==> src/rtl/delay_mem_arbiter_pkg.sv <==
// delay_mem_arbiter_pkg: shared sizing constants and pipeline indices for the delay memory arbiter
package delay_mem_arbiter_pkg;
  localparam int DELAY_BANK_BITS = 21;
  localparam int DELAY_MAX_OUTSTANDING = 8;
  localparam logic PIPE0 = 1'b0;
  localparam logic PIPE1 = 1'b1;
endpackage

==> src/rtl/delay_mem_arbiter_tag_fifo.sv <==
// tag_fifo: 1-bit wide synchronous FIFO recording which pipeline issued each outstanding read
module tag_fifo #(
  parameter int DEPTH = 8
) (
  input  logic clk,
  input  logic reset,
  input  logic push,
  input  logic din,
  input  logic pop,
  output logic dout,
  output logic full,
  output logic empty
);
  localparam int PW = $clog2(DEPTH);
  localparam logic [PW:0] FULL_COUNT = (PW + 1)'(DEPTH);
  logic [DEPTH-1:0] tags;
  logic [PW-1:0] wr_ptr, rd_ptr;
  logic [PW:0] count;
  logic do_push, do_pop;
  assign full = count == FULL_COUNT;
  assign empty = count == '0;
  assign do_push = push & ~full;
  assign do_pop = pop & ~empty;
  assign dout = tags[rd_ptr];
  always_ff @(posedge clk) begin
    if (reset) begin
      wr_ptr <= '0;
      rd_ptr <= '0;
      count <= '0;
    end else begin
      if (do_push) begin
        tags[wr_ptr] <= din;
        wr_ptr <= wr_ptr + 1'b1;
      end
      if (do_pop) rd_ptr <= rd_ptr + 1'b1;
      count <= count + (PW + 1)'(do_push) - (PW + 1)'(do_pop);
    end
  end
endmodule

==> src/rtl/delay_mem_arbiter.sv <==
// delay_mem_arbiter: per-pipeline bump allocation of delay memory banks plus round-robin access arbitration
module delay_mem_arbiter
  import delay_mem_arbiter_pkg::*;
#(
  parameter int ADDR_WIDTH = DELAY_BANK_BITS + 1,
  parameter int DATA_WIDTH = 16,
  parameter int SIZE_WIDTH = 32,
  parameter int MAX_OUTSTANDING = DELAY_MAX_OUTSTANDING
) (
  input  logic                          clk,
  input  logic                          reset,
  input  logic [1:0]                    alloc_req,
  input  logic [SIZE_WIDTH-1:0]         alloc_size,
  input  logic [SIZE_WIDTH-1:0]         alloc_init,
  input  logic [1:0]                    full_reset,
  output logic [1:0]                    alloc_done,
  output logic [1:0]                    alloc_fail,
  output logic [2*(ADDR_WIDTH-1)-1:0]   alloc_base,
  input  logic [1:0]                    req_valid,
  input  logic [1:0]                    req_we,
  input  logic [2*(ADDR_WIDTH-1)-1:0]   req_addr,
  input  logic [2*DATA_WIDTH-1:0]       req_wdata,
  output logic [1:0]                    req_grant,
  output logic [1:0]                    rd_valid,
  output logic [DATA_WIDTH-1:0]         rd_data,
  output logic                          mem_req,
  output logic                          mem_we,
  output logic [ADDR_WIDTH-1:0]         mem_addr,
  output logic [DATA_WIDTH-1:0]         mem_wdata,
  input  logic                          mem_ready,
  input  logic                          mem_rvalid,
  input  logic [DATA_WIDTH-1:0]         mem_rdata,
  output logic                          protocol_error
);
  localparam int BW = ADDR_WIDTH - 1;
  localparam logic [ADDR_WIDTH:0] BANK_WORDS = {2'b01, {BW{1'b0}}};
  for (genvar i = 0; i < 2; i++) begin : g_alloc
    logic [ADDR_WIDTH-1:0] free_ptr;
    logic [ADDR_WIDTH:0] end_ptr;
    logic [BW-1:0] base;
    logic done, fail, ok;
    // one spare bit keeps oversized requests from wrapping past the bank limit
    assign end_ptr = {1'b0, free_ptr} + {1'b0, alloc_size[ADDR_WIDTH-1:0]};
    assign ok = (alloc_size != '0) && (alloc_init <= alloc_size) && (end_ptr <= BANK_WORDS)
                && ((alloc_size >> ADDR_WIDTH) == '0);
    assign alloc_base[i*BW +: BW] = base;
    assign alloc_done[i] = done;
    assign alloc_fail[i] = fail;
    always_ff @(posedge clk) begin
      if (reset || full_reset[i]) begin
        free_ptr <= '0;
        base <= '0;
        done <= 1'b0;
        fail <= 1'b0;
      end else begin
        done <= alloc_req[i] & ok;
        fail <= alloc_req[i] & ~ok;
        if (alloc_req[i] && ok) begin
          base <= free_ptr[BW-1:0];
          free_ptr <= end_ptr[ADDR_WIDTH-1:0];
        end
      end
    end
  end
  logic [1:0] cand;
  logic last_grant, win, any, push, pop, head, full, empty;
  assign cand = req_valid & (req_we | {2{~full}});
  assign any = mem_ready & |cand;
  assign win = &cand ? ~last_grant : (cand[PIPE1] ? PIPE1 : PIPE0);
  assign req_grant = any ? (win == PIPE1 ? 2'b10 : 2'b01) : 2'b00;
  assign mem_req = any;
  assign mem_we = any & req_we[win];
  assign mem_addr = !any ? '0 : win ? {1'b1, req_addr[2*BW-1:BW]} : {1'b0, req_addr[BW-1:0]};
  assign mem_wdata = !any ? '0 : win ? req_wdata[2*DATA_WIDTH-1:DATA_WIDTH] : req_wdata[DATA_WIDTH-1:0];
  assign push = any & ~req_we[win];
  assign pop = mem_rvalid & ~empty;
  tag_fifo #(.DEPTH(MAX_OUTSTANDING)) u_tags (
    .clk(clk),
    .reset(reset),
    .push(push),
    .din(win),
    .pop(pop),
    .dout(head),
    .full(full),
    .empty(empty)
  );
  always_ff @(posedge clk) begin
    if (reset) begin
      last_grant <= 1'b1;
      rd_valid <= 2'b00;
      rd_data <= '0;
      protocol_error <= 1'b0;
    end else begin
      if (any) last_grant <= win;
      rd_valid <= pop ? (head == PIPE1 ? 2'b10 : 2'b01) : 2'b00;
      if (pop) rd_data <= mem_rdata;
      if (mem_rvalid && empty) protocol_error <= 1'b1;
    end
  end
endmodule

==> config.mk <==
export PLATFORM = sky130hd
export DESIGN_NAME = delay_mem_arbiter
export DESIGN_NICKNAME = d
export VERILOG_FILES = /design/src/rtl/delay_mem_arbiter_pkg.sv /design/src/rtl/delay_mem_arbiter_tag_fifo.sv /design/src/rtl/delay_mem_arbiter.sv
export SDC_FILE = /design/constraint.sdc
export NUM_CORES = 1
export LEC_CHECK = 0
export ABC_AREA = 1
export CAP_MARGIN = 20
export CORE_MARGIN = 2
export CORE_UTILIZATION = 50
export DETAILED_ROUTE_END_ITERATION = 6
export PLACE_DENSITY = 0.88
export SYNTH_ARGS = -nofsm -noshare
export SYNTH_HDL_FRONTEND = slang
export SYNTH_SLANG_ARGS = --single-unit
==> constraint.sdc <==
create_clock -name clk -period 3.5 [get_ports clk]
set_clock_uncertainty 0.1 [all_clocks]
set_input_delay 0.35 -clock clk [delete_from_list [all_inputs] [get_ports clk]]
set_output_delay 0.35 -clock clk [all_outputs]
set_load 0.03 [all_outputs]
; ---- After elaboration in Yosys (flattened, before gate mapping)
; Index checks and enable logic that the tools add are counted.
[totals]
ff_bits = 128
input_bits = 166
output_inout_bits = 107
[classes]
add_sub_neg = 6
order_cmp = 7
n_eq_ne = 1
mux = 16
n_bitwise = 20
n_reduce_logical = 18
[op_table]
columns = operator, count
row1 = adder 22 x 22 -> 23 bit, 2
row2 = "<= comparator 23 x 22 -> 1 bit, second input constant", 2
row3 = 2-to-1 mux 22 bit, 2
row4 = <= comparator 32 bit, 1
row5 = zero test 32 bit, 1
row6 = 2-to-1 mux 16 bit, 2
row7 = nonzero test 32 bit, 1
row8 = AND 1 bit, 10
row9 = logical AND 1 bit, 9
row10 = bitwise mux 8 bit, 1
row11 = "less-than comparator 3 x 4 -> 1 bit, second input constant", 2
row12 = inverter 1 bit, 8
row13 = "adder 3 x 1 -> 3 bit, second input constant", 2
row14 = 2-to-1 mux 1 bit, 6
row15 = 2-to-1 mux 2 bit, 3
row16 = adder 4 x 1 -> 4 bit, 1
row17 = "equality test 4 bit, second input constant", 1
row18 = zero test 4 bit, 1
row19 = AND reduction 2 bit, 2
row20 = OR reduction 2 bit, 2
row21 = subtractor 4 x 1 -> 4 bit, 1
row22 = binary-select mux 1 bit (select 3 bit), 1
row23 = demux 1 bit (select 3 bit), 1
row24 = "greater-or-equal comparator 3 x 1 -> 1 bit, second input constant", 1
row25 = other kinds (4), 5

; ---- Logic depth before layout (Yosys ltp)
[logic_depth]
word_depth = 13
depth_mapped = 21
depth_no_buf = 20

; ---- By module
; A second synthesis with hierarchy kept.
[unflattened]
hier_cells = 1775
hier_area_um2 = 10552.6
[by_module_without_submodules]
columns = module, instances, cells_each, area_per_inst_um2, seq_area_each_um2
row1 = delay_mem_arbiter, 1, 1645, 9562.9, 2202.1
row2 = tag_fifo, 1, 130, 989.7, 440.4

; ---- Worst setup path after synthesis
; OpenSTA, ideal clock, no wires.
[synth_path]
kind = in2reg
start = input port alloc_size[0]
end = register g_alloc[1].base[10]
arrival_time_ps = 2441
setup_slack_ps = 895
stages = 21
path_cell_list = ha_1 -> inv_1 -> fa_1 -> inv_1 -> nand3_1 -> nand3_1 -> nand2_1 -> nand2_1 -> nand2_1 -> nand2_1 -> nand2_1 -> nor2_1 -> nand2_1 -> nor2_1 -> nand3_1 -> nand2_2 -> nand3_2 -> buf_2 -> nand2_1 -> inv_1 -> nor2_1
[synth_via]
elab_chain_cells = 5
word_cells_on_any_way = 8
[synth_lines]
columns = item, line_no
row1 = "start, declared", delay_mem_arbiter.sv:13  ; input logic [SIZE_WIDTH-1:0] alloc_size,
row2 = "adder 22 x 22 -> 23 bit, or another cell as far along", delay_mem_arbiter.sv:43  ; assign end_ptr = {1'b0, free_ptr} + {1'b0, alloc_size[ADDR_WIDTH-1:0]};
row3 = <= comparator 23 x 22 -> 1 bit / logical AND 1 bit (equally long branches), delay_mem_arbiter.sv:44  ; assign ok = (alloc_size != '0) && (alloc_init <= alloc_size) && (end_ptr <= BANK_WORDS)
row4 = logical AND 1 bit (*), delay_mem_arbiter.sv:44
row5 = logical AND 1 bit (*), delay_mem_arbiter.sv:45  ; && ((alloc_size >> ADDR_WIDTH) == '0);
row6 = logical AND 1 bit (*), delay_mem_arbiter.sv:58  ; if (alloc_req[i] && ok) begin
row7 = "end signal, assigned", delay_mem_arbiter.sv:59  ; base <= free_ptr[BW-1:0];
row8 = "end, declared", delay_mem_arbiter.sv:40  ; logic [BW-1:0] base;
; Mark *: on every way between the ends. The rest lies on a longest branch, timed or not.
; A chain may end at the register's enable or synchronous reset.

; ---- Worst setup path in the final report
[layout_path]
start = register u_tags.count[2]
end = output port mem_addr[2]
[layout_via]
elab_chain_cells = 8
word_cells_on_any_way = 11
[layout_lines]
columns = item, line_no
row1 = "start, declared", delay_mem_arbiter_tag_fifo.sv:18  ; logic [PW:0] count;
row2 = "start signal, assigned", delay_mem_arbiter_tag_fifo.sv:36  ; count <= count + (PW + 1)'(do_push) - (PW + 1)'(do_pop);
row3 = equality test 4 bit (*), delay_mem_arbiter_tag_fifo.sv:20  ; assign full = count == FULL_COUNT;
row4 = inverter 1 bit (*), delay_mem_arbiter.sv:67  ; assign cand = req_valid & (req_we | {2{~full}});
row5 = OR 2 bit (*), delay_mem_arbiter.sv:67
row6 = AND 2 bit (*), delay_mem_arbiter.sv:67
row7 = 2-to-1 mux 1 bit / AND reduction 2 bit (equally long branches), delay_mem_arbiter.sv:69  ; assign win = &cand ? ~last_grant : (cand[PIPE1] ? PIPE1 : PIPE0);
row8 = 2-to-1 mux 1 bit (*), delay_mem_arbiter.sv:69
row9 = net u_tags.din, delay_mem_arbiter_tag_fifo.sv:8  ; input logic din,
row10 = 2-to-1 mux 22 bit (*) (2 in a row), delay_mem_arbiter.sv:73  ; assign mem_addr = !any ? '0 : win ? {1'b1, req_addr[2*BW-1:BW]} : {1'b0, req_addr[BW-1:0]};
row11 = "end, declared", delay_mem_arbiter.sv:28  ; output logic [ADDR_WIDTH-1:0] mem_addr,
; Mark *: on every way through the listed nets, which the timed path passes. The rest lies on a longest branch.

==> impl_metrics.yaml <==
outcome:
  status: "finished clean"
synthesis:
  ys_seq_area_share_pct: 25.7
  syn_nets: 1963
  yosys.area.top_type: "dfxtp_1"
  synthTopCellsByArea: "dfxtp_1 (23%), nand2_1 (18%), inv_1 (13%)"
  mappedNetlistArea_um2: 10300
  synth_top_area_share_pct: 23.3
  synth_common_cells: "nand2_1 (498), inv_1 (369), nor2_1 (204)"
  async_reset_ff_share_pct: 0
  syn_inst: 1710
  ys_ff_latch: 128
  synth-edff-count: 8
  yosysMostFrequentCell: "nand2_1"
  syn_area_per_cell_um2: 6.02
  yosysWarnings: 0
  synth_flop_cell: "dfxtp_1"
  yosysUniqueCellTypes: 40
placement:
  port_buffers: 272
  dp_hpwl_um: 26800
  gp_congestion: 1.02
  post-place-ws_ps: -95.8
pwr:
  switching_share_pct: 34.2
  intPower_mw: 3.31
  ir_drop_mv: 0.351
  power_frac_clock_pct: 35.5
  p_leak_nw: 7.39
  power_switching_mw: 1.72
  pwr-share-comb_pct: 32.1
  seqPwrFrac_pct: 32.5
  power_density_nw_per_um2: 358
cts:
  clk_latency_ps: 420
  clock_path_buffers: 2
  cts_root_buf: "clkbuf_16"
  clk_pin_slew_ps: 60
  h-tree-depth: 4
  cts_setup_buffers: 0
  cts_tree: "built"
  cts_num_sinks: 128
  cts_buffers: 17
floorplanning:
  die_y_um: 148
  fp.dieArea_um2: 21800
  core-area_um2: 20200
  start_util_pct: 50.9
  ioPinCount: 273
  die_w_um: 148
  rows: 52
sta:
  hold_slack_ps: 379
  maxSlewViolCount: 0
  finalHoldViolCount: 0
  fmax_mhz: 307
  setup_viol: 0
  layout_setup_ws_ps: 241
  slew_headroom_pct: 52.1
  rsz0062_at_grt: "false"
  worstMarginPinSlew_ps: 716
  period_share_pct: 93.1
  min_period_ps: 3260
grt:
  grt_max_degree: 46
  grt_pass1_vias: 11200
  grtUsageTotal_pct: 30.5
  grt_pass1_wl_um: 53500
  antenna_found_initial: 2
  gr-total-overflow: 0
worst_hold_path:
  hp-class: "reg -> reg"
finish:
  multiInputGateArea_um2: 5980
  drive_above_1_share_pct: 3.93
  fin_nets: 2224
  seqCellArea_um2: 2640
  nFillCells: 1677
  synthToLayoutAreaGrowth_pct: 36.7
run:
  maxCapViolations: 0
detailed_routing:
  drt_iter0_drc: 810
  routedWlPerCell_um: 15.1
  num_vias: 11800
  routed_via_density: 5.21
  wl_um: 34200
  first_pass_iters: 5
  drcViolationCount: 0
  ant_nets: 0
worst_setup_path:
  arrival_ps: 2810
  crit_path_max_fanout: 22
  endpoint_kind: "output pin"
  cp.required_ps: 3050
  critPathKind: "reg -> out"
  worstSetupStartpointType: "register"
[layout make-up]
class,instances,share of cell area [%]
clock buffers,18,3.05
clock inverters,14,1.13
repair buffers,304,22.2
well taps,270,2.40
inverters,372,9.92
flip-flops and latches,128,18.8
diodes,2,0.0355
multi-input cells,1148,42.5
[state kept, by name, indices dropped and copies added (netlist names)]
name and count:
u_tags.rd_ptr 3, rd_valid 2, g_alloc.base 42, last_grant 1
g_alloc.free_ptr 44, rd_data 16, protocol_error 1, g_alloc.done 2
u_tags.wr_ptr 3, u_tags.count 4, u_tags.tags 8, g_alloc.fail 2
[power groups by stage]
stage	Clock [mW]	Sequential, mW	Combinational, mW
finish	1.78	1.63	1.61
global route	1.86	1.64	1.74
CTS	1.80	1.63	1.61
detailed placement	0	1.66	1.59
global placement	0	1.66	1.54
floorplan	0	1.77	0.801
[metrics by stage]
step | instance area [µm²] | power (mW) | std cells | TNS [ps] | util (%)
after floorplan | 10300 | 2.57 | 1710 | 0 | -
after global placement | 13400 | 3.20 | 2222 | -1640 | 66.2
after detailed placement | 13400 | 3.25 | 2222 | -5540 | 66.2
after CTS | 14000 | 5.04 | 2254 | 0 | 69.1
after global routing | 14100 | 5.24 | 2256 | 0 | 69.6
final | 14100 | 5.03 | 2256 | 0 | 69.6
[path summary, 6_finish.rpt]
path,from,cells after the start,slack [ps],end
hold reg to reg,protocol_error,2,380,protocol_error
setup reg to reg,g_alloc[0].free_ptr[0],21,450,g_alloc[0].base[11]
setup / recovery,u_tags.count[2],11,240,mem_addr[2]
hold / removal,protocol_error,2,380,protocol_error
[worst max-delay path, cell delays in order, from the launching register on]
cell and delay (ps):
dfxtp_1 300, inv_1 100, ha_1 160, nand3_1 120, o21ai_0 250, inv_1 70
nand2_1 150, inv_1 170, nor2_2 140, buf_4 260, a22o_1 160, dlygate4sd2_1 510
[cells by family (layout without fill, tap and decap cells)]
kind of cell / count (synthesis) / after routing / synth area share (%)
and+or+nand+nor: 908 / 908 / 37.5
buffers and inverters: 434 / 708 / 16.5
AOI/OAI and AO/OA: 145 / 145 / 8.83
DFF: 128 / 128 / 25.7
adders and majority gates: 87 / 87 / 10.8
xor gates and xnor gates: 8 / 8 / 0.680
other: 0 / 2 / 0
[routing by layer]
layer  vias up  global-route usage [%]  share of wire [%]
met5         -                       0                  0
met4         0                    14.5                4.3
met3        95                    5.34                6.3
met2       431                    52.4                 48
met1      5377                    37.0                 41
li1       5862                       -                  -
[cell usage in the layout (no fill, tap or decap), drive strengths merged, types with 2 or more instances in the layout]
cell type,instances
and2,4
clkdlybuf4s50,234
xor2,5
nand2,500
inv,376
buf,32
xnor2,3
diode,2
nand4,107
a22o,37
dlymetal6s2s,37
and3,4
o32ai,2
o21bai,4
nand3b,10
clkbuf,18
o21ai,37
nand3,58
edfxtp,8
a21oi,60
fa,3
nor3,16
nor2,205
clkinv,7
nor4,2
dfxtp,120
or2,2
bufinv,2
ha,84
[timing repair]
action	CTS	global route
resized for setup	1	37
pin swaps	0	0
hold buffers	0	0
gates cloned	0	0
endpoints found under the setup margin	1	62
No activity file was read; power rests on OpenSTA's default activity.
